### config.mk
export PLATFORM = sky130hd
export DESIGN_NAME = rram_instr_fetch
export DESIGN_NICKNAME = d
export VERILOG_FILES = /design/src/rtl/rram_ctrl_pkg.sv /design/src/rtl/rram_instr_decode.sv /design/src/rtl/rram_instr_fetch.sv
export SDC_FILE = /design/constraint.sdc
export NUM_CORES = 1
export LEC_CHECK = 0
export CAP_MARGIN = 40
export CORE_MARGIN = 8
export CORE_UTILIZATION = 42
export CTS_CLUSTER_DIAMETER = 120
export DETAILED_ROUTE_END_ITERATION = 10
export GPL_TIMING_DRIVEN = 0
export HOLD_SLACK_MARGIN = 0.08
export PLACE_DENSITY = 0.8
export SETUP_SLACK_MARGIN = 0.02
export SYNTH_ARGS = -nofsm -noshare
export SYNTH_HDL_FRONTEND = slang
export SYNTH_SLANG_ARGS = --single-unit
### constraint.sdc
create_clock -name clk -period 2.5 [get_ports clk]
set_clock_uncertainty 0.05 [all_clocks]
set_input_delay 0.5 -clock clk [delete_from_list [all_inputs] [get_ports clk]]
set_output_delay 0.5 -clock clk [all_outputs]
set_load 0.1 [all_outputs]
### src/rtl/rram_ctrl_pkg.sv
// Shared definitions for the RRAM controller instruction path: opcodes,
// sequencer op_code encodings, instruction field positions and FSM types.
package rram_ctrl_pkg;

  // Instruction opcodes found in bits [31:28] of each program word
  localparam logic [3:0] OPC_NOP   = 4'h0;
  localparam logic [3:0] OPC_WRITE = 4'h1;
  localparam logic [3:0] OPC_READ  = 4'h2;
  localparam logic [3:0] OPC_SET   = 4'h3;
  localparam logic [3:0] OPC_RESET = 4'h4;
  localparam logic [3:0] OPC_JUMP  = 4'h5;
  localparam logic [3:0] OPC_HALT  = 4'hF;

  // Operation codes presented to the array sequencer
  localparam logic [1:0] OP_WRITE = 2'b00;
  localparam logic [1:0] OP_READ  = 2'b01;
  localparam logic [1:0] OP_SET   = 2'b10;
  localparam logic [1:0] OP_RESET = 2'b11;

  // Instruction field positions (least significant bit of each field)
  localparam int OPC_LSB    = 28;
  localparam int ADDR_F_LSB = 16;
  localparam int DATA_F_LSB = 0;

  // Fetch/issue controller states
  typedef enum logic [2:0] {
    ST_IDLE,
    ST_FETCH,
    ST_CAPTURE,
    ST_ISSUE,
    ST_HALTED
  } fetch_state_t;

  // Coarse class of a decoded instruction; illegal opcodes decode as NOP
  typedef enum logic [1:0] {
    KIND_OP,
    KIND_NOP,
    KIND_JUMP,
    KIND_HALT
  } instr_kind_t;

endpackage

### src/rtl/rram_instr_decode.sv
// Combinational instruction decoder: splits a program word into its class,
// sequencer op_code, RRAM address/data fields, jump target and illegal flag.
module rram_instr_decode
  import rram_ctrl_pkg::*;
#(
  parameter int DATA_WIDTH = 32,
  parameter int ADDR_WIDTH = 7,
  parameter int OP_ADDR_W  = 12
) (
  input  logic [DATA_WIDTH-1:0] word,
  output instr_kind_t           kind,
  output logic [1:0]            op_code,
  output logic [OP_ADDR_W-1:0]  op_addr,
  output logic [15:0]           op_data,
  output logic [ADDR_WIDTH-1:0] jump_tgt,
  output logic                  illegal
);

  logic [3:0] opcode;

  assign opcode   = word[OPC_LSB +: 4];
  assign op_addr  = word[ADDR_F_LSB +: OP_ADDR_W];
  assign op_data  = word[DATA_F_LSB +: 16];
  assign jump_tgt = word[ADDR_F_LSB +: ADDR_WIDTH];

  // Classify the opcode; anything undefined is flagged and behaves as NOP
  always_comb begin
    kind    = KIND_NOP;
    op_code = OP_WRITE;
    illegal = 1'b0;
    case (opcode)
      OPC_NOP:   kind = KIND_NOP;
      OPC_WRITE: begin kind = KIND_OP; op_code = OP_WRITE; end
      OPC_READ:  begin kind = KIND_OP; op_code = OP_READ;  end
      OPC_SET:   begin kind = KIND_OP; op_code = OP_SET;   end
      OPC_RESET: begin kind = KIND_OP; op_code = OP_RESET; end
      OPC_JUMP:  kind = KIND_JUMP;
      OPC_HALT:  kind = KIND_HALT;
      default:   illegal = 1'b1;
    endcase
  end

endmodule

### src/rtl/rram_instr_fetch.sv
// Instruction fetch/issue engine for the RRAM controller. Owns the program
// counter, reads the instruction memory, decodes each word and hands RRAM
// operations to the array sequencer over valid/ready.
// Optional build macro RRAM_IFETCH_PERF_EN adds the retired_cnt output.
module rram_instr_fetch
  import rram_ctrl_pkg::*;
#(
  parameter int DATA_WIDTH   = 32,
  parameter int ADDR_WIDTH   = 7,
  parameter int FETCH_CYCLES = 2,
  parameter int OP_ADDR_W    = 12
) (
  input  logic                  clk,
  input  logic                  rst,
  input  logic                  start,
  input  logic [ADDR_WIDTH-1:0] start_pc,
  output logic                  imem_rd_cs,
  output logic                  imem_rd_en,
  output logic [ADDR_WIDTH-1:0] imem_addr,
  input  logic [DATA_WIDTH-1:0] imem_rdata,
  output logic                  op_valid,
  input  logic                  op_ready,
  output logic [1:0]            op_code,
  output logic [OP_ADDR_W-1:0]  op_addr,
  output logic [15:0]           op_data,
  output logic [ADDR_WIDTH-1:0] pc,
  output logic                  busy,
  output logic                  halted,
`ifdef RRAM_IFETCH_PERF_EN
  output logic [15:0]           retired_cnt,
`endif
  output logic                  illegal_op
);

  localparam int CNT_W = (FETCH_CYCLES > 1) ? $clog2(FETCH_CYCLES) : 1;
  localparam logic [CNT_W-1:0] FETCH_LAST = CNT_W'(FETCH_CYCLES - 1);

  fetch_state_t          state, state_n;
  logic [CNT_W-1:0]      fetch_cnt;
  logic                  fetch_last;
  logic                  idle_like;
  logic                  accept;

  instr_kind_t           dec_kind;
  logic [1:0]            dec_op_code;
  logic [OP_ADDR_W-1:0]  dec_op_addr;
  logic [15:0]           dec_op_data;
  logic [ADDR_WIDTH-1:0] dec_jump_tgt;
  logic                  dec_illegal;

  rram_instr_decode #(
    .DATA_WIDTH(DATA_WIDTH),
    .ADDR_WIDTH(ADDR_WIDTH),
    .OP_ADDR_W (OP_ADDR_W)
  ) u_decode (
    .word    (imem_rdata),
    .kind    (dec_kind),
    .op_code (dec_op_code),
    .op_addr (dec_op_addr),
    .op_data (dec_op_data),
    .jump_tgt(dec_jump_tgt),
    .illegal (dec_illegal)
  );

  assign fetch_last = (fetch_cnt == FETCH_LAST);
  assign idle_like  = (state == ST_IDLE) || (state == ST_HALTED);
  assign accept     = (state == ST_ISSUE) && op_valid && op_ready;
  assign imem_addr  = pc;

  // State register
  always_ff @(posedge clk) begin
    if (rst) state <= ST_IDLE;
    else     state <= state_n;
  end

  // Next-state selection plus the memory strobes, which are only live in FETCH
  always_comb begin
    state_n    = state;
    imem_rd_cs = 1'b0;
    imem_rd_en = 1'b0;
    busy       = 1'b1;
    case (state)
      ST_IDLE, ST_HALTED: begin
        busy = 1'b0;
        if (start) state_n = ST_FETCH;
      end
      ST_FETCH: begin
        imem_rd_cs = 1'b1;
        imem_rd_en = 1'b1;
        if (fetch_last) state_n = ST_CAPTURE;
      end
      ST_CAPTURE: begin
        case (dec_kind)
          KIND_OP:   state_n = ST_ISSUE;
          KIND_HALT: state_n = ST_HALTED;
          default:   state_n = ST_FETCH;
        endcase
      end
      ST_ISSUE: begin
        if (accept) state_n = ST_FETCH;
      end
      default: state_n = ST_IDLE;
    endcase
  end

  // Program counter, fetch timer, operation registers and status flags
  always_ff @(posedge clk) begin
    if (rst) begin
      pc         <= '0;
      fetch_cnt  <= '0;
      op_valid   <= 1'b0;
      op_code    <= '0;
      op_addr    <= '0;
      op_data    <= '0;
      halted     <= 1'b0;
      illegal_op <= 1'b0;
    end else begin
      case (state)
        ST_IDLE, ST_HALTED: begin
          if (start) begin
            pc        <= start_pc;
            halted    <= 1'b0;
            fetch_cnt <= '0;
          end
        end
        ST_FETCH: begin
          fetch_cnt <= fetch_last ? '0 : fetch_cnt + CNT_W'(1);
        end
        ST_CAPTURE: begin
          if (dec_illegal) illegal_op <= 1'b1;
          case (dec_kind)
            KIND_OP: begin
              op_valid <= 1'b1;
              op_code  <= dec_op_code;
              op_addr  <= dec_op_addr;
              op_data  <= dec_op_data;
            end
            KIND_JUMP: pc <= dec_jump_tgt;
            KIND_HALT: halted <= 1'b1;
            default:   pc <= pc + ADDR_WIDTH'(1);
          endcase
        end
        ST_ISSUE: begin
          if (accept) begin
            op_valid <= 1'b0;
            pc       <= pc + ADDR_WIDTH'(1);
          end
        end
        default: ;
      endcase
    end
  end

`ifdef RRAM_IFETCH_PERF_EN
  logic retire;

  // An instruction retires on its handshake (ops) or at decode (everything
  // else, illegal words included since they execute as NOP)
  assign retire = accept || ((state == ST_CAPTURE) && (dec_kind != KIND_OP));

  // Saturating retired-instruction counter, restarted with each program run
  always_ff @(posedge clk) begin
    if (rst)
      retired_cnt <= '0;
    else if (idle_like && start)
      retired_cnt <= '0;
    else if (retire && (retired_cnt != 16'hFFFF))
      retired_cnt <= retired_cnt + 16'd1;
  end
`endif

endmodule

# ---- Word level (Yosys, flattened, before mapping)
# Index checks and enable logic that the tools add are counted.
dict set report word_totals {
  regBits 44
  in_bits 43
  output_inout_bits 50
  elab_cells 71
}
dict set report classes {
  add_sub_neg 2
  n_eq_ne 18
  mux 21
  bitwise 1
  reduce_logical 20
}
# op count
set op_table {}
lappend op_table {{$pmux 7 s3} 1}
lappend op_table {{$mux 7} 2}
lappend op_table {{$pmux 7 s2} 1}
lappend op_table {{$pmux 2 s3} 2}
lappend op_table {{$pmux 3 s4} 1}
lappend op_table {{$ne 2x2->1 const B} 5}
lappend op_table {{$mux 3} 3}
lappend op_table {{$reduce_and 3->1} 3}
lappend op_table {{$eq 4x2->1 const B} 2}
lappend op_table {{$eq 4x3->1 const B} 2}
lappend op_table {{$add 7x1->7 const B} 1}
lappend op_table {{$mux 1} 7}
lappend op_table {{$reduce_or 7->1} 1}
lappend op_table {{$eq 3x2->1 const B} 2}
lappend op_table {{$pmux 1 s2} 3}
lappend op_table {{$pmux 3 s2} 1}
lappend op_table {{$reduce_and 2->1} 3}
lappend op_table {{$reduce_bool 2->1} 3}
lappend op_table {{$eq 2x2->1 const B} 2}
lappend op_table {{$eq 4x1->1 const B} 1}
lappend op_table {{$eq 4x4->1 const B} 1}
lappend op_table {{$logic_not 4->1} 1}
lappend op_table {{$reduce_and 4->1} 1}
lappend op_table {{$reduce_or 2->1} 2}
lappend op_table {{10 further kinds} 11}

# ---- Depth between registers and ports, before layout
dict set report logic_depth {
  depth_word 7
  depth_mapped 9
  ltp_nobuf 7
}

# ---- Hierarchy
# A second synthesis with hierarchy kept.
dict set report hier_totals {
  cells_unflattened 299
  area_unflattened_um2 2379.8
}
# module n_inst cells_each area_per_inst_um2 seq_area_each_um2
set modules_own_cells {}
lappend modules_own_cells {rram_instr_fetch 1 252 2028.2 880.8}
lappend modules_own_cells {rram_instr_decode 1 47 351.6 0.0}

# ---- Worst setup path after synthesis
# OpenSTA, ideal clock, no wires.
dict set report synth_timing {
  path_kind {reg2out}
  startpoint {register state[0]}
  endpoint {output port imem_rd_en}
  arrival_ps 3498
  t_required_ps 1950
  setup_slack_ps -1548
  path_stages_with_launch 4
  path_cell_list {dfxtp_1 > buf_2 > nor3b_1 > buf_4}
}
dict set report synth_between {
  elab_chain_cells 2
}
# element line_no
set synth_lines {}
lappend synth_lines {{start, declared} rram_instr_fetch.sv:38} ;# fetch_state_t state, state_n;
lappend synth_lines {{start signal, assigned} rram_instr_fetch.sv:73} ;# else state <= state_n;
lappend synth_lines {{$eq 3x1->1} n/a}
lappend synth_lines {{$mux 1} n/a}
lappend synth_lines {{end, declared} rram_instr_fetch.sv:18} ;# output logic imem_rd_en,
# Every way passes these cells.

# ---- Final worst setup path
dict set report layout_timing {
  startpoint {register state[0]}
  endpoint {output port imem_rd_cs}
}
dict set report layout_between {
  elab_chain_cells 2
}
# element line_no
set layout_lines {}
lappend layout_lines {{$eq 3x1->1} rram_instr_fetch.sv:82} ;# case (state)
lappend layout_lines {{$mux 1} rram_instr_fetch.sv:82}
lappend layout_lines {{end, declared} rram_instr_fetch.sv:17} ;# output logic imem_rd_cs,
# Every way passes these cells.

==> reports/results.tsv <==
metric	value	unit
cp.arrival	1.86	ns
syn_area_per_cell	8.13	sq um
switchingPower	0.000699	W
end_kind	output pin	
nFillCells	333	
htreeDepth	2	
setup-tns-final	0	ns
combPwrFrac	0.366	
crit_fanout	10	
gp_congestion	0.854	
drive_gt1_frac	0.234	
wl	8040	microns
rows	26	
holdPathStages	2	
initial_utilization	0.428	
die_h	87.5	microns
die_x	87.5	microns
antenna_found_initial	0	
seq_area_frac_synth	0.410	
irDropWorstVdd	0.418	mV
tightest_slew	0.549	ns
maxCapViolCount	0	
firstDrtPassIters	4	
io_buffers	89	
path_clk_slew	0.08	ns
layout.nets	455	
setup_ws	0.0895	ns
pre_cts_ws	-0.315	ns
switching_share	0.360	
crit_type	reg -> out	
min_path_type	reg -> reg	
status	finished clean	
syn_nets	309	
cts_root_buf	clkbuf_8	
drc	0	
power.internal	0.00124	W
synthArstFlopShare	0	
rsz0062_at_grt	no	
wl_per_cell	16.7	microns
required	1.95	ns
maxSlewViolCount	0	
max_slew_margin	0.634	
grt_overflow	0	
synth_edf_count	0	
grt_start_max_net_pins	15	
ys_ff_latch	44	
grt_util_all_layers	0.216	
cellPowerDensity	470	mW/mm^2
coreArea	0.00501	sq mm
ff2ff_path_depth	5	
final_antenna_net_count	0	
drtIter0Drc	163	
grt_first_pass_wirelength	12900	microns
period_minus_slack	2.41	ns
vias_per_cell	5.20	
p_seq_frac	0.388	
report.final.hold_viol_count	0	
leakagePower	1.54	nW
io_pins	93	
period_share	0.964	
setup.worst_path.start_class	register	
cts_tree	built	
netlist_area	0.00215	sq mm
detailroute.via_count	2503	
netlist-cell-type-count	47	
clockBufferDepth	2	
syn2layout_area_growth	92.8	%
cts.sinks	44	
clk_latency	0.30	ns
grt_pass1_vias	2684	
hpwlAfterDp	6290	microns
clockPowerShare	0.247	
finalSetupViolCount	0	
synth_flop_cell	dfxtp_1	
dieArea	0.00765	sq mm
synth_cells	264	
n_antenna_cell	0	
synth_warnings	0	
max_clock_freq	415	MHz
cts_made_buffers	5	
-- through the flow --
step	std cells	hold slack [ns]	total power, W	instance area [sq um]	utilization
2_1_floorplan	264	0.425	0.00117	2160	-
3_5_place_dp	473	0.400	0.00147	4010	0.801
4_1_cts	482	0.408	0.00195	4130	0.825
5_1_grt	481	0.424	0.00201	4140	0.826
6_report	481	0.407	0.00194	4140	0.826
3_3_place_gp	423	0.391	0.00133	3140	0.626
-- final timing paths --
kind,from,endpoint,slack [ns]
min,op_addr[11]$_SDFFE_PP0P_,op_addr[11]$_SDFFE_PP0P_,0.41
min reg2reg,op_addr[11]$_SDFFE_PP0P_,op_addr[11]$_SDFFE_PP0P_,0.41
max,state[0]$_SDFFE_PP0P_,imem_rd_cs,0.09
max reg2reg,imem_addr[0]$_SDFFE_PP0P_,imem_addr[6]$_SDFFE_PP0P_,0.77
-- cell families after synthesis --
logic type / Yosys count / synth area share
AOI/OAI and AO/OA: 76 / 0.230
xor gates and xnor gates: 4 / 0.0163
adders and majority gates: 2 / 0.0117
buffers and inverters: 31 / 0.0886
DFF: 44 / 0.410
and+or+nand+nor: 107 / 0.243
-- power by group through the flow --
stage	Clock, W	Sequential, W	Combinational (W)
6_report	0.000480	0.000753	0.000710
5_1_grt	0.000517	0.000758	0.000738
4_1_cts	0.000486	0.000752	0.000709
3_5_place_dp	0	0.000768	0.000699
3_3_place_gp	0	0.000765	0.000568
2_1_floorplan	0	0.000879	0.000290
-- sequential cells by signal, summed over array words and instances, names as in the netlist --
name and flops:
illegal_op 1, imem_addr 7, op_valid 1, fetch_cnt 1, state 3, op_code 2, op_addr 12, op_data 16
halted 1
-- critical path: stages (launching register included) --
cell and delay [ns]:
dfxtp_4 0.38, buf_6 0.14, nor3b_4 0.24, clkdlybuf4s50_1 0.59, buf_8 0.21
-- synthesized netlist by cell type, types with 2 or more instances --
master     instances  area, sq um
a211oi_1           6         45.0
a21o_1             4         30.0
a21oi_1           43          215
a22oi_1            2         15.0
a311oi_2           2         30.0
a31o_1             2         17.5
and2_1             2         12.5
and3_1             3         18.8
and4_1             3         26.3
buf_2              5         25.0
buf_4             12         90.1
buf_6              3         33.8
clkbuf_1           6         22.5
dfxtp_1           44          881
ha_1               2         25.0
inv_1              4         15.0
nand2_1           64          240
nand2b_1           3         18.8
nand3_1            4         20.0
nand3b_1           3         22.5
nand4bb_1          2         22.5
nor2_1            11         41.3
o2111ai_1          2         17.5
o21ai_0            5         25.0
or3_1              2         12.5
xnor2_1            4         35.0
-- placed cells by master, fill, tap and decap left out, types with 3 or more instances in the layout --
master,n
clkdlybuf4s50_1,88
nand2_1,64
a21oi_1,43
dfxtp_1,43
buf_8,39
buf_4,14
nor2_1,11
buf_16,10
a211oi_1,6
clkbuf_8,6
o21ai_0,5
buf_6,4
a21o_1,4
inv_1,4
nand3_1,4
clkbuf_1,4
xnor2_1,4
buf_2,3
nand3b_1,3
nand2b_1,3
and3_1,3
-- timing repair --
item | 4_1_cts | 5_1_grt
endpoints found under the setup margin | 10 | 33
resized for setup | 6 | 4
setup buffers | 1 | 1
hold buffers | 0 | 0
-- area by class of cell --
class / count / area, sq um / share of cell area
timing repair buffer: 140 / 1780 / 0.430
multi-input combinational: 189 / 1090 / 0.265
sequential: 44 / 885 / 0.214
buffer: 26 / 181 / 0.0439
tap: 70 / 87.6 / 0.0212
clock buffer: 6 / 82.6 / 0.0200
inverter: 4 / 15.0 / 0.00363
clock inverter: 2 / 13.8 / 0.00333
-- layer usage --
layer / vias up / global-route usage / share of wire
met2: 109 / 0.404 / 0.52
met4: 0 / 0.0969 / 0.030
met3: 19 / 0.0604 / 0.074
met1: 1174 / 0.215 / 0.37
met5: - / 0 / 0
li1: 1201 / - / -
Note: power is estimated with default switching activity, not from simulation.
